`src/rtl/alu_pkg.sv`:
```
// Shared opcode encodings and flag bit positions for the pipelined ALU datapath.
package alu_pkg;

  // ALU opcodes (zero-extended to the opcode width at the point of use)
  localparam int unsigned OP_ADD = 32'h00;
  localparam int unsigned OP_SUB = 32'h01;
  localparam int unsigned OP_AND = 32'h02;
  localparam int unsigned OP_OR  = 32'h03;
  localparam int unsigned OP_XOR = 32'h04;
  localparam int unsigned OP_NOT = 32'h05;
  localparam int unsigned OP_SHL = 32'h06;
  localparam int unsigned OP_SHR = 32'h07;
  localparam int unsigned OP_MOV = 32'h08;
  localparam int unsigned OP_CMP = 32'h09;

  // Bit positions inside the 4-bit {N,Z,C,V} flags vector
  localparam int FLAG_N = 3;
  localparam int FLAG_Z = 2;
  localparam int FLAG_C = 1;
  localparam int FLAG_V = 0;
  localparam int NFLAGS = 4;

endpackage

```
`src/rtl/alu_core.sv`:
```
// Combinational ALU: computes the result and {N,Z,C,V} flags for one operation.
module alu_core
  import alu_pkg::*;
#(
  parameter int DATA_W = 16,
  parameter int OP_W   = 8
) (
  input  logic [DATA_W-1:0] a,
  input  logic [DATA_W-1:0] b,
  input  logic [OP_W-1:0]   opcode,
  output logic [DATA_W-1:0] y,
  output logic [NFLAGS-1:0] flags
);

  localparam int SH_W = (DATA_W > 1) ? $clog2(DATA_W) : 1;
  localparam int MSB  = DATA_W - 1;

  logic [SH_W-1:0]  shamt;
  logic [DATA_W:0]  sum_w;
  logic [DATA_W:0]  dif_w;
  logic [DATA_W:0]  shl_w;
  logic [DATA_W:0]  shr_w;
  logic             add_ovf;
  logic             sub_ovf;
  logic             carry;
  logic             ovf;

  assign shamt = b[SH_W-1:0];

  // One extra bit catches carry/borrow; for shifts it catches the last bit
  // shifted out (left: above the MSB, right: below the LSB), which is 0 when
  // the shift amount is 0.
  assign sum_w = {1'b0, a} + {1'b0, b};
  assign dif_w = {1'b0, a} - {1'b0, b};
  assign shl_w = {1'b0, a} << shamt;
  assign shr_w = {a, 1'b0} >> shamt;

  // Signed overflow: operands alike (add) / unlike (sub) in sign and the
  // result sign differs from A.
  assign add_ovf = (a[MSB] == b[MSB]) && (sum_w[MSB] != a[MSB]);
  assign sub_ovf = (a[MSB] != b[MSB]) && (dif_w[MSB] != a[MSB]);

  // Operation select; undefined opcodes yield 0 so flags become {0,1,0,0}
  always_comb begin
    y     = '0;
    carry = 1'b0;
    ovf   = 1'b0;
    case (opcode)
      OP_W'(OP_ADD): begin
        y     = sum_w[DATA_W-1:0];
        carry = sum_w[DATA_W];
        ovf   = add_ovf;
      end
      OP_W'(OP_SUB), OP_W'(OP_CMP): begin
        y     = dif_w[DATA_W-1:0];
        carry = dif_w[DATA_W];
        ovf   = sub_ovf;
      end
      OP_W'(OP_AND): y = a & b;
      OP_W'(OP_OR):  y = a | b;
      OP_W'(OP_XOR): y = a ^ b;
      OP_W'(OP_NOT): y = ~a;
      OP_W'(OP_SHL): begin
        y     = shl_w[DATA_W-1:0];
        carry = shl_w[DATA_W];
      end
      OP_W'(OP_SHR): begin
        y     = shr_w[DATA_W:1];
        carry = shr_w[0];
      end
      OP_W'(OP_MOV): y = b;
      default:       y = '0;
    endcase
  end

  // Flags are derived from the selected result plus the op-specific C/V
  always_comb begin
    flags         = '0;
    flags[FLAG_N] = y[MSB];
    flags[FLAG_Z] = (y == '0);
    flags[FLAG_C] = carry;
    flags[FLAG_V] = ovf;
  end

endmodule

```
`src/rtl/alu_datapath_pipe.sv`:
```
// Two-stage pipelined register-file/ALU datapath. Stage A holds the issued
// instruction; operands are read (with forwarding from stage B) when it
// advances. Stage B holds the registered result/flags and writes back at retire.
module alu_datapath_pipe
  import alu_pkg::*;
#(
  parameter int  DATA_W = 16,
  parameter int  NREGS  = 16,
  parameter int  OP_W   = 8,
  localparam int ADDR_W = $clog2(NREGS)
) (
  input  logic              clk,
  input  logic              reset,
  input  logic              in_valid,
  output logic              in_ready,
  input  logic [OP_W-1:0]   opcode,
  input  logic [ADDR_W-1:0] rs1,
  input  logic [ADDR_W-1:0] rs2,
  input  logic [ADDR_W-1:0] rd,
  input  logic              imm_sel,
  input  logic [DATA_W-1:0] immediate,
  input  logic              wb_en,
  output logic              out_valid,
  input  logic              out_ready,
  output logic [DATA_W-1:0] result,
  output logic [3:0]        flags
);

  // Stage A (issued, not yet executed)
  logic              a_valid_q;
  logic [OP_W-1:0]   a_opcode_q;
  logic [ADDR_W-1:0] a_rs1_q;
  logic [ADDR_W-1:0] a_rs2_q;
  logic [ADDR_W-1:0] a_rd_q;
  logic              a_imm_sel_q;
  logic [DATA_W-1:0] a_imm_q;
  logic              a_wb_en_q;

  // Stage B (executed, waiting to retire)
  logic              b_valid_q;
  logic [ADDR_W-1:0] b_rd_q;
  logic              b_wr_q;      // will write rd at retire (wb_en and not CMP)
  logic [DATA_W-1:0] result_q;
  logic [3:0]        flags_q;

  logic [DATA_W-1:0] regs_q [NREGS];

  logic              accept;
  logic              a_adv;
  logic              retire;
  logic              a_is_cmp;
  logic              b_wr_d;
  logic [DATA_W-1:0] op_a;
  logic [DATA_W-1:0] op_b;
  logic [DATA_W-1:0] alu_y;
  logic [3:0]        alu_flags;

  logic [ADDR_W-1:0] rd_addr  [2];
  logic              fwd_hit  [2];
  logic [DATA_W-1:0] rd_value [2];

  assign retire    = b_valid_q & out_ready;
  assign a_adv     = a_valid_q & (~b_valid_q | retire);
  assign in_ready  = ~a_valid_q | a_adv;
  assign accept    = in_valid & in_ready;
  assign a_is_cmp  = (a_opcode_q == OP_W'(OP_CMP));
  assign b_wr_d    = a_wb_en_q & ~a_is_cmp;

  assign out_valid = b_valid_q;
  assign result    = result_q;
  assign flags     = flags_q;

  // Register-file read ports with bypass from stage B. B only holds a value
  // here when it is retiring in the same cycle, so the bypass makes the new
  // op see the value being written back.
  assign rd_addr[0] = a_rs1_q;
  assign rd_addr[1] = a_rs2_q;

  for (genvar gi = 0; gi < 2; gi++) begin : g_rd_port
    assign fwd_hit[gi]  = b_valid_q & b_wr_q & (b_rd_q == rd_addr[gi]);
    assign rd_value[gi] = fwd_hit[gi] ? result_q : regs_q[rd_addr[gi]];
  end

  assign op_a = rd_value[0];
  assign op_b = a_imm_sel_q ? a_imm_q : rd_value[1];

  alu_core #(
    .DATA_W (DATA_W),
    .OP_W   (OP_W)
  ) u_alu_core (
    .a      (op_a),
    .b      (op_b),
    .opcode (a_opcode_q),
    .y      (alu_y),
    .flags  (alu_flags)
  );

  // Stage A: capture the instruction on accept, empty it when it advances
  always_ff @(posedge clk or posedge reset) begin
    if (reset) begin
      a_valid_q   <= 1'b0;
      a_opcode_q  <= '0;
      a_rs1_q     <= '0;
      a_rs2_q     <= '0;
      a_rd_q      <= '0;
      a_imm_sel_q <= 1'b0;
      a_imm_q     <= '0;
      a_wb_en_q   <= 1'b0;
    end else if (accept) begin
      a_valid_q   <= 1'b1;
      a_opcode_q  <= opcode;
      a_rs1_q     <= rs1;
      a_rs2_q     <= rs2;
      a_rd_q      <= rd;
      a_imm_sel_q <= imm_sel;
      a_imm_q     <= immediate;
      a_wb_en_q   <= wb_en;
    end else if (a_adv) begin
      a_valid_q   <= 1'b0;
    end
  end

  // Stage B: register the ALU output on advance; hold it under backpressure
  always_ff @(posedge clk or posedge reset) begin
    if (reset) begin
      b_valid_q <= 1'b0;
      b_rd_q    <= '0;
      b_wr_q    <= 1'b0;
      result_q  <= '0;
      flags_q   <= '0;
    end else if (a_adv) begin
      b_valid_q <= 1'b1;
      b_rd_q    <= a_rd_q;
      b_wr_q    <= b_wr_d;
      result_q  <= alu_y;
      flags_q   <= alu_flags;
    end else if (retire) begin
      b_valid_q <= 1'b0;
    end
  end

  // Register file: the only write path is retirement of stage B
  always_ff @(posedge clk or posedge reset) begin
    if (reset) begin
      for (int i = 0; i < NREGS; i++) begin
        regs_q[i] <= '0;
      end
    end else if (retire && b_wr_q) begin
      regs_q[b_rd_q] <= result_q;
    end
  end

endmodule

```
`config.mk`:
```
export PLATFORM = sky130hd
export DESIGN_NAME = alu_datapath_pipe
export DESIGN_NICKNAME = d
export VERILOG_FILES = /design/src/rtl/alu_pkg.sv /design/src/rtl/alu_core.sv /design/src/rtl/alu_datapath_pipe.sv
export SDC_FILE = /design/constraint.sdc
export NUM_CORES = 1
export LEC_CHECK = 0
export CORE_MARGIN = 4
export CORE_UTILIZATION = 55
export CTS_CLUSTER_DIAMETER = 80
export DETAILED_ROUTE_END_ITERATION = 12
export GPL_ROUTABILITY_DRIVEN = 0
export PLACE_DENSITY = 0.73
export SETUP_SLACK_MARGIN = 0.05
export SLEW_MARGIN = 20
export SYNTH_ARGS = -nofsm -noshare
export SYNTH_HDL_FRONTEND = slang
export SYNTH_SLANG_ARGS = --single-unit
```
`constraint.sdc`:
```
create_clock -name clk -period 14 [get_ports clk]
set_input_delay 2.1 -clock clk [delete_from_list [all_inputs] [get_ports clk]]
set_output_delay 2.1 -clock clk [all_outputs]
set_load 0.01 [all_outputs]
```
# Word-level counts from Yosys, hierarchy flattened
# Cells that the tools add are included.
word_totals:
  reg_bits: 321
  inputBits: 42
  output_inout_bits: 22
  word_cells: 99
op_classes:
  n_addsub: 2
  order_cmp: 4
  n_eq_ne: 15
  n_shift: 2
  mux: 19
  bitwise_logic: 19
  reduce_logical: 9
op_table:
  columns: ["cell", "n"]
  rows:
  - ["$bwmux W256", 1]
  - ["$pmux W16 S9", 1]
  - ["$bmux W16 S4", 2]
  - ["$mux W16", 8]
  - ["$demux W16 S4", 1]
  - ["$eq A8 B3 Y1 const B", 4]
  - ["$add A16 B16 Y17", 1]
  - ["$shl A16 B4 Y17", 1]
  - ["$shr A17 B4 Y17", 1]
  - ["$sub A16 B16 Y17", 1]
  - ["$and A16 B16 Y16", 1]
  - ["$eq A8 B2 Y1 const B", 2]
  - ["$eq A8 B4 Y1 const B", 2]
  - ["$logic_not A16 Y1", 1]
  - ["$not A16 Y16", 1]
  - ["$or A16 B16 Y16", 1]
  - ["$xor A16 B16 Y16", 1]
  - ["$ge A5 B5 Y1 const B", 3]
  - ["$not A4 Y5", 3]
  - ["$eq A4 B4 Y1", 2]
  - ["$eq A8 B1 Y1 const B", 1]
  - ["$logic_not A8 Y1", 1]
  - ["$and A1 B1 Y1", 7]
  - ["$lt A5 B1 Y1 const B", 1]
  - ["10 further kinds", 22]

# Longest topological paths before layout
# Gate-level depths: netlist of the first run.
logic_depth:
  word_depth: 10
  mapped_depth: 24

# Cells and area by module
# From an unflattened synthesis of the first run, not the netlist that was laid out.
unflattened:
  hier_cells: 1764
  hier_area_um2: 21335.5
modules_own_cells:
  columns: ["module", "instances", "cells_per_inst", "area_each_um2", "seq_area_each_um2"]
  rows:
  - ["alu_datapath_pipe", 1, 1129, 16823.6, 8032.7]
  - ["alu_core", 1, 635, 4511.8, 0.0]

# Worst setup path before layout of the first run
# No wires, ideal clock.
synth_timing:
  kind: "register -> register"
  start: "register a_rs2_q[0]"
  end: "register flags_q[2], in the netlist flags[2]"
  setup_ps: 65
  t_arrival_ps: 4982
  required_time_ps: 13935
  setup_slack_ps: 8953
  path_stages_with_launch: 22
  path_buffers: 5
  period_less_slack_ps: 5047
  path_cell_list: "dfrtp_1 buf_6 buf_12 mux4_1 a221oi_1 o221a_2 buf_6 buf_6 clkbuf_1 ha_1 nor2b_1 o21ai_0 a21oi_1 or2_2 a221oi_1 o21ai_0 a221o_1 a311o_1 a2111o_1 nor4_2 nand2_1 nand2_1"
synth_via:
  elab_chain_cells: 9
synth_rtl:
  columns: ["item", "line", "rtl"]
  rows:
  - ["from (decl)", "alu_datapath_pipe.sv:33", "logic [ADDR_W-1:0] a_rs2_q;"]
  - ["from (signal assigned)", "alu_datapath_pipe.sv:113", "a_rs2_q <= rs2;"]
  - ["$not A4 Y5 (not written as such)", "alu_datapath_pipe.sv:81", "assign rd_value[gi] = fwd_hit[gi] ? result_q : regs_q[rd_addr[gi]];"]
  - ["$bmux W16 S4", "alu_datapath_pipe.sv:81", null]
  - ["$mux W16 (not written as such) (2 in series)", "alu_datapath_pipe.sv:81", null]
  - ["$mux W16 *", "alu_datapath_pipe.sv:81", null]
  - ["$mux W16 *", "alu_datapath_pipe.sv:85", "assign op_b = a_imm_sel_q ? a_imm_q : rd_value[1];"]
  - ["$sub A16 B16 Y17 (tied with other cells)", "alu_core.sv:34", "assign dif_w = {1'b0, a} - {1'b0, b};"]
  - ["$pmux W16 S9 *", "alu_core.sv:48", "case (opcode)"]
  - ["$logic_not A16 Y1 *", "alu_core.sv:80", "flags[FLAG_Z] = (y == '0);"]
  - ["to (signal assigned)", "alu_datapath_pipe.sv:136", "flags_q <= alu_flags;"]
  - ["to (decl)", "alu_datapath_pipe.sv:44", "logic [3:0] flags_q;"]
# Mark *: on every way between the ends. The rest lies on a longest branch, timed or not. The select of a mux whose other input is x is not followed.
# A chain may end at the register's enable or synchronous reset.

# Worst setup path after layout of the first run
# Ends and elaborated chain as after synthesis.

==> results.sh, run 1 <==
export IMPL_postRouteAntennaNets=0
export IMPL_multi_input_area_mm2=0.0119
export IMPL_worst_setup_path_end_kind="flop"
export IMPL_grt_pass1_wl_um=98800
export IMPL_synth_area_per_cell_um2=11.7
export IMPL_min_period_over_period_pct=52.8
export IMPL_num_io_pins=64
export IMPL_synth_top_cells_by_count="dfrtp_1 (320), mux2_2 (231), nand2_1 (182)"
export IMPL_vdd_ir_drop_worst_uv=79.5
export IMPL_number_of_placement_rows=71
export IMPL_power_density_over_the_cells_mw_per_mm2=170
export IMPL_asyncSetResetFlopFracSynth_pct=100
export IMPL_ys_types=87
export IMPL_cts_root_buf="clkbuf_16"
export IMPL_relSlewSlack_pct=28.1
export IMPL_cts_tree="built"
export IMPL_holdBufCountCts=0
export IMPL_cts_resized=0
export IMPL_total_power_w=0.00390
export IMPL_grt_max_degree=180
export IMPL_p_leak_nw=10.0
export IMPL_worst_endpoint_required_ps=14470
export IMPL_timing_setup_tns_ps=0
export IMPL_synthesis_area_mm2=0.0209
export IMPL_post_cts_repair_setup_buffers=0
export IMPL_via_count_of_the_first_global_routing_pass=16300
export IMPL_pre_repair_dr_iteration_count=7
export IMPL_path_clk_slew_ps=60
export IMPL_post_route_util_pct=60.9
export IMPL_synth_seq_cells=320
export IMPL_floorplan_die_area_mm2=0.0412
export IMPL_synth_edf_count=0
export IMPL_yosysWarnings=0
export IMPL_cts_buffer_count=36
export IMPL_clkLatencyLatePin_ps=540
export IMPL_synth_cells=1793
export IMPL_synthFlopType="dfrtp_1"
export IMPL_clock_sinks=320
export IMPL_yosysSeqAreaShare_pct=38.3
export IMPL_insertedDiodeCount=0
export IMPL_nNetsFinal=1883
export IMPL_maxCapViolCount=0
export IMPL_timing_setup_critical_path_class="reg -> reg"
export IMPL_port_buf_inserts=63
export IMPL_place_detailed_hpwl_um=42600
export IMPL_cp_max_fo=50
export IMPL_clock_path_buffers=3
export IMPL_worst_setup_skew_after_layout_ps=29.1
export IMPL_first_iter_violations=2080
export IMPL_register_area_mm2=0.00802
export IMPL_fillers=2889
export IMPL_clock_fmax_ghz=0.135
export IMPL_detail_route_wirelength_um=63900
export IMPL_slew_viol_final=0
export IMPL_globalRouteOverflowTotal=0
export IMPL_die_width_um=203
export IMPL_gr_usage_all_layers_pct=30.9
export IMPL_timing_final_setup_violations=0
export IMPL_post_synth_main_area_contributors="dfrtp_1 (38%), mux2_2 (12%), mux4_2 (12%)"
export IMPL_critical_path_startpoint_type="flop"
export IMPL_layout_drive_gt1_share_pct=26.4
export IMPL_synth_nets=1887
export IMPL_synth_most_common_cell="dfrtp_1"
export IMPL_r2r_setup_slack_ps=6610
export IMPL_hold_path_class="reg -> reg"
export IMPL_antenna_found_initial=0
export IMPL_dr_total_vias=16200
export IMPL_routedWlPerCell_um=27.5
export IMPL_syn2layout_area_growth_pct=9.37
export IMPL_synthDominantCellAreaShare_pct=38.3
export IMPL_drcViolationCount=0
export IMPL_grt_setup_unrepaired="no"
export IMPL_floorplan_initialDensity_pct=55.7
export IMPL_run_status="completed"
export IMPL_core_area_mm2=0.0376
export IMPL_vias_per_cell=6.97
export IMPL_worst_ep_arrival_time_ps=7860
export IMPL_final_min_clock_period_ps=7390
export IMPL_synth_largest_area_cell="dfrtp_1"
export IMPL_die_height_um=203
export IMPL_finalHoldViolCount=0
export IMPL_htree_levels=2
export IMPL_worst_slew_pin_transition_ps=1080
==> cells by family after synthesis <==
logic type,count (synthesis),synth area share [%]
flip-flops,320,38.3
buffers and inverters,204,4.76
AO/OA/AOI/OAI,361,11.3
adder cells (fa/ha/maj),52,3.18
XOR/XNOR,15,0.628
multiplexers,461,33.4
AND/OR/NAND/NOR,380,8.37
==> power by group <==
group          switching, W  internal, W
clock              0.000377     0.000511
sequential         0.000281      0.00116
combinational      0.000846     0.000724
==> critical path, stage by stage (launching register included) <==
cell and delay [ps]:
dfrtp_4 630, buf_4 830, mux4_1 650, a22o_1 220
a221oi_1 230, o21a_1 900, inv_2 570, ha_1 400
fa_1 450, nor2b_1 200, o21ai_0 180, a31oi_1 210
a31oi_1 70, a221o_1 310, a221oi_1 290, o211a_1 200
o211ai_1 110, a2111o_1 370, nor4_2 320, nand2_1 90
nand2_1 70
==> placed cells by master, fill, tap and decap left out, drive strengths merged, types with 9 or more instances in the layout <==
cell           instances
a21oi                 54
a221o                  9
a221oi                19
a22oi                 13
a31oi                 10
and2                   9
buf                   35
clkbuf                51
clkdlybuf4s50         63
clkinv                 9
dfrtp                320
ha                    50
inv                   64
mux2                 233
mux2i                 80
mux4                 148
nand2                182
nand2b                11
nand3                 29
nor2                  59
nor2b                 12
nor3                  31
o211ai                14
o21ai                136
o22ai                 14
or3                    9
xnor2                 12
==> per-stage QoR <==
step	area [um2]	cells	setup slack (ps)	hold WS, ps
final	22900	2323	6610	484
after global routing	22900	2323	6130	513
after CTS	22800	2322	6810	490
after detailed placement	21800	2261	6820	477
after global placement	21800	2261	6940	468
after floorplan	20900	1793	3040	442
==> sequential cells by signal (all words and copies together) (netlist names) <==
register     flops
a_imm_q         16
a_imm_sel_q      1
a_opcode_q       8
a_rd_q           4
a_rs1_q          4
a_rs2_q          4
a_valid_q        1
a_wb_en_q        1
b_rd_q           4
b_wr_q           1
flags            3
out_valid        1
regs_q         256
result          16
==> layer usage <==
| layer | GRT usage, % | up-vias | part of all wire [%] |
|---|---|---|---|
| li1 | - | 6791 | - |
| met1 | 41.0 | 8106 | 38 |
| met2 | 48.4 | 1024 | 46 |
| met3 | 6.52 | 271 | 9.5 |
| met4 | 15.9 | 0 | 6.3 |
| met5 | 0 | - | 0 |
==> final cells by class <==
| type | count | share of cell area [%] |
|---|---|---|
| timing repair buffer | 98 | 4.05 |
| sequential | 320 | 35.1 |
| clock buffer | 51 | 4.50 |
| multi-input combinational | 1269 | 52.2 |
| tap | 511 | 2.80 |
| inverter | 64 | 1.09 |
| clock inverter | 10 | 0.263 |
==> final timing paths <==
path,startpoint,end,cells past startpoint
max in group asynchronous,reset,a_rs2_q[0],3
worst max-delay path,a_rs2_q[0],flags[2],20
min in group asynchronous,reset,regs_q[251],2
worst max register to register,a_rs2_q[0],flags[2],20
worst min register to register,b_wr_q,b_wr_q,2
worst min-delay path,b_wr_q,b_wr_q,2
Power figures use the tool's default switching activity.
==> inputs of run 2 (changes only) <==
==> constraint.sdc (replaced) <==
create_clock -name clk -period 7.6 [get_ports clk]
set_input_delay 1.14 -clock clk [delete_from_list [all_inputs] [get_ports clk]]
set_output_delay 1.14 -clock clk [all_outputs]
set_load 0.01 [all_outputs]
==> results.sh, run 2 (synthesis gave the netlist of run 1 again) <==
export IMPL_run_status="completed"
export IMPL_syn2layout_area_growth_pct=9.79
export IMPL_timing_setup_tns_ps=0
export IMPL_globalRouteOverflowTotal=0
export IMPL_floorplan_die_area_mm2=0.0412
export IMPL_vias_per_cell=7.04
export IMPL_cts_resized=0
export IMPL_detail_route_wirelength_um=64200
export IMPL_core_area_mm2=0.0376
export IMPL_grt_setup_unrepaired="no"
export IMPL_cts_tree="built"
export IMPL_finalHoldViolCount=0
export IMPL_number_of_flip_flops_in_the_largest_register=256
export IMPL_worst_setup_path_end_kind="flop"
export IMPL_worst_r2r_startpoint="a_rs2_q[1]"
export IMPL_worst_setup_path_endpoint="flags[2]"
export IMPL_die_width_um=203
export IMPL_pre_repair_dr_iteration_count=7
export IMPL_layout_common_cells="dfrtp_1 (315), mux2_2 (231), nand2_1 (181), o21ai_0 (132), mux4_2 (109)"
export IMPL_timing_final_setup_violations=0
export IMPL_worstReg2RegEnd="flags[2]"
export IMPL_vdd_ir_drop_worst_uv=151
export IMPL_total_power_w=0.00730
export IMPL_final_min_clock_period_ps=6300
export IMPL_insertedDiodeCount=0
export IMPL_place_inst=2266
export IMPL_finish_cell_count_without_fillers=2331
export IMPL_port_buf_inserts=63
export IMPL_path_clk_slew_ps=70
export IMPL_clock_fmax_ghz=0.159
export IMPL_worst_hold_slack_ps=481
export IMPL_worst_endpoint_required_ps=8110
export IMPL_registers_top_by_ff_count="regs_q"
export IMPL_p_leak_nw=10.0
export IMPL_holdBufCountCts=0
export IMPL_grt_max_degree=155
export IMPL_post_cts_repair_setup_buffers=0
export IMPL_worst_slew_pin_transition_ps=1160
export IMPL_place_detailed_hpwl_um=43400
export IMPL_power_density_over_the_cells_mw_per_mm2=318
export IMPL_critical_path_startpoint="a_rs2_q[1]"
export IMPL_cts_buffer_count=36
export IMPL_die_height_um=203
export IMPL_via_count_of_the_first_global_routing_pass=16500
export IMPL_routedWlPerCell_um=27.5
export IMPL_num_io_pins=64
export IMPL_min_period_over_period_pct=82.9
export IMPL_fin_ws_ps=1300
export IMPL_critical_path_startpoint_type="flop"
export IMPL_nNetsFinal=1887
export IMPL_floorplan_initialDensity_pct=55.7
export IMPL_r2r_setup_slack_ps=1300
export IMPL_first_iter_violations=2042
export IMPL_timing_setup_critical_path_class="reg -> reg"
export IMPL_maxCapViolCount=0
export IMPL_postRouteAntennaNets=0
export IMPL_cts_root_buf="clkbuf_16"
export IMPL_worst_setup_skew_after_layout_ps=22.0
export IMPL_hold_path_class="reg -> reg"
export IMPL_clkLatencyLatePin_ps=570
export IMPL_fillers=2949
export IMPL_antenna_found_initial=0
export IMPL_clock_path_buffers=3
export IMPL_slew_viol_final=0
export IMPL_dp_slack_ps=1540
export IMPL_relSlewSlack_pct=22.3
export IMPL_htree_levels=2
export IMPL_worst_ep_arrival_time_ps=6810
export IMPL_r2r_cells=17
export IMPL_drcViolationCount=0
export IMPL_clock_sinks=320
export IMPL_number_of_placement_rows=71
export IMPL_layout_drive_gt1_share_pct=26.5
export IMPL_grt_pass1_wl_um=98700
export IMPL_layout_commonest_cell="dfrtp_1"
export IMPL_cp_max_fo=65
export IMPL_dr_total_vias=16400
export IMPL_gr_usage_all_layers_pct=31.1
## run 2: metal layers
metal	track usage (%)	wire length, um	part of all wire [%]	vias to the layer above
met5	0	0	0	-
met4	17.8	4460	7.0	0
met3	7.94	6410	10	300
met2	48.0	29100	45	1101
met1	40.2	24200	38	8188
li1	-	-	-	6816
## run 2: worst min path at each step
| stage | cells after the start | slack (ps) | to | from |
|---|---|---|---|---|
| after global routing | 2 | 510 | flags[1] | flags[1] |
| after CTS | 2 | 490 | flags[1] | flags[1] |
| after floorplan | 2 | 440 | b_wr_q | b_wr_q |
| after global placement | 2 | 470 | flags[1] | flags[1] |
| final | 2 | 480 | flags[1] | flags[1] |
| after detailed placement | 2 | 470 | flags[1] | flags[1] |
## run 2: critical path, stage by stage (launching register included)
cell	delay, ps
dfrtp_2	360
buf_4	720
mux4_2	410
a22o_1	240
a221oi_1	530
o221a_2	550
inv_2	290
ha_1	310
o21ai_0	320
a31oi_1	220
o31a_1	330
a221oi_1	250
a21oi_1	130
a2111oi_1	810
nand4_1	210
nor4_2	350
nand2_1	80
nand2_1	70
## run 2: metrics by stage
step	cell area [um2]	util [%]
3_5_place_dp	21800	58.0
4_1_cts	23000	61.1
3_3_place_gp	21800	58.0
6_report	23000	61.1
5_1_grt	23000	61.1
2_1_floorplan	20900	-
## run 2: area by class of cell
cell class,instances,area [um2],share of cell area [%]
Clock buffer,54,1010,4.39
Tap cell,511,639,2.78
Multi-Input combinational cell,1269,12000,52.1
Clock inverter,11,138,0.599
Timing Repair Buffer,102,940,4.09
Sequential cell,320,8020,34.9
Inverter,64,246,1.07
## run 2: report_power, final
part           internal [W]  leakage [nW]  switching [W]
combinational       0.00135          5.22        0.00158
clock              0.000995         0.558       0.000725
sequential          0.00214          4.27       0.000507
==> inputs of run 3 (changes only) <==
==> constraint.sdc (replaced) <==
create_clock -name clk -period 6.1 [get_ports clk]
set_input_delay 0.915 -clock clk [delete_from_list [all_inputs] [get_ports clk]]
set_output_delay 0.915 -clock clk [all_outputs]
set_load 0.01 [all_outputs]
==> results.sh, run 3 (synthesis gave the netlist of run 1 again) <==
export IMPL_registers_top_by_ff_count="regs_q"
export IMPL_insertedDiodeCount=0
export IMPL_die_height_um=203
export IMPL_place_detailed_hpwl_um=44000
export IMPL_worst_endpoint_required_ps=6600
export IMPL_antenna_found_initial=0
export IMPL_layout_commonest_cell="dfrtp_1"
export IMPL_cts_root_buf="clkbuf_16"
export IMPL_path_clk_slew_ps=60
export IMPL_cp_max_fo=29
export IMPL_worst_ep_arrival_time_ps=6330
export IMPL_dp_slack_ps=331
export IMPL_critical_path_startpoint_type="flop"
export IMPL_syn2layout_area_growth_pct=11.7
export IMPL_min_period_over_period_pct=95.4
export IMPL_fin_ws_ps=278
export IMPL_cp_num_buf_inv=2
export IMPL_vias_per_cell=6.90
export IMPL_worst_hold_slack_ps=495
export IMPL_num_io_pins=64
export IMPL_holdBufCountCts=0
export IMPL_timing_final_setup_violations=0
export IMPL_drcViolationCount=0
export IMPL_via_count_of_the_first_global_routing_pass=16200
export IMPL_maxCapViolCount=0
export IMPL_clock_fmax_ghz=0.172
export IMPL_final_min_clock_period_ps=5820
export IMPL_nNetsFinal=1916
export IMPL_worst_slew_pin_transition_ps=1050
export IMPL_layout_drive_gt1_share_pct=28.2
export IMPL_clock_path_buffers=3
export IMPL_crit_path_cell_trace="mux4_1, a22o_1, a221oi_1, o221a_2, buf_4, inv_2, ha_1, o21bai_1, a21oi_1, xnor2_1, a22o_1, a221o_1, a221oi_1, o211a_1, o211ai_1, a2111o_1, nor4_2, nand2_1, nand2_1"
export IMPL_number_of_flip_flops_in_the_largest_register=256
export IMPL_floorplan_initialDensity_pct=55.7
export IMPL_power_density_over_the_cells_mw_per_mm2=400
export IMPL_finalHoldViolCount=0
export IMPL_gr_usage_all_layers_pct=30.8
export IMPL_place_inst=2291
export IMPL_dr_total_vias=16300
export IMPL_grt_pass1_wl_um=97600
export IMPL_worst_setup_skew_after_layout_ps=15.5
export IMPL_run_status="completed"
export IMPL_total_power_w=0.00934
export IMPL_floorplan_die_area_mm2=0.0412
export IMPL_p_leak_nw=10.2
export IMPL_grt_setup_unrepaired="no"
export IMPL_layout_common_cells="dfrtp_1 (315), mux2_2 (231), nand2_1 (181), o21ai_0 (132), mux4_2 (109)"
export IMPL_detail_route_wirelength_um=64100
export IMPL_cts_buffer_count=38
export IMPL_htree_levels=2
export IMPL_timing_setup_tns_ps=0
export IMPL_relSlewSlack_pct=29.3
export IMPL_finish_cell_count_without_fillers=2361
export IMPL_routedWlPerCell_um=27.1
export IMPL_pre_repair_dr_iteration_count=9
export IMPL_max_stage_delay_ps=610
export IMPL_core_area_mm2=0.0376
export IMPL_globalRouteOverflowTotal=0
export IMPL_timing_setup_critical_path_class="reg -> reg"
export IMPL_clock_sinks=320
export IMPL_postRouteAntennaNets=0
export IMPL_vdd_ir_drop_worst_uv=174
export IMPL_port_buf_inserts=63
export IMPL_die_width_um=203
export IMPL_cts_tree="built"
export IMPL_slowest_stage="dfrtp_4"
export IMPL_first_iter_violations=1755
export IMPL_clkLatencyLatePin_ps=560
export IMPL_number_of_placement_rows=71
export IMPL_worst_setup_path_end_kind="flop"
export IMPL_cp_top_family="compound AO/OA/AOI/OAI gates"
export IMPL_hold_path_class="reg -> reg"
export IMPL_slew_viol_final=0
export IMPL_grt_max_degree=190
[run 3: where the power goes]
part,internal (W),switching [W],total [W]
logic,0.00172,0.00199,0.00372
clock network,0.00139,0.000935,0.00232
registers,0.00266,0.000636,0.00330
total,0.00577,0.00356,0.00934
[run 3: cell type report]
type | instances | area, um2
inverters | 64 | 246
clock inverters | 19 | 238
multi-input cells | 1269 | 12000
well taps | 511 | 639
clock buffers | 49 | 1040
flip-flops and latches | 320 | 8020
repair buffers | 129 | 1190
fillers | 2923 | 14200
[run 3: worst paths after layout]
path | start | to | slack (ps) | cells past startpoint
min reg2reg | regs_q[148] | regs_q[148] | 500 | 2
max reg2reg | a_rs2_q[0] | flags[2] | 280 | 19
max | a_rs2_q[0] | flags[2] | 280 | 19
min in group asynchronous | reset | regs_q[204] | 630 | 2
min | regs_q[148] | regs_q[148] | 500 | 2
max in group asynchronous | reset | regs_q[228] | 4170 | 4
[run 3: metrics by stage]
stage / utilization (%) / instance area, um2
final: 62.1 / 23300
after global routing: 62.1 / 23300
after CTS: 62.0 / 23300
after detailed placement: 58.6 / 22000
after global placement: 58.6 / 22000
after floorplan: - / 20900
[run 3: worst min-delay path: stages, from the launching register on]
cell and delay, ps:
dfrtp_1 350, nand2_1 50, o21ai_0 60
[run 3: layer usage]
| layer | routed length [um] | up-vias | global-route usage (%) |
|---|---|---|---|
| li1 | - | 6874 | - |
| met1 | 24600 | 8229 | 40.7 |
| met2 | 28900 | 924 | 47.4 |
| met3 | 6360 | 265 | 7.86 |
| met4 | 4230 | 0 | 16.2 |
| met5 | 0 | - | 0 |
[run 3: what timing repair did]
item / in CTS / in global routing
resized for setup: 0 / 3
setup buffers: 0 / 1
endpoints found under the setup margin: 0 / 1
endpoints found under the hold margin: 0 / 0
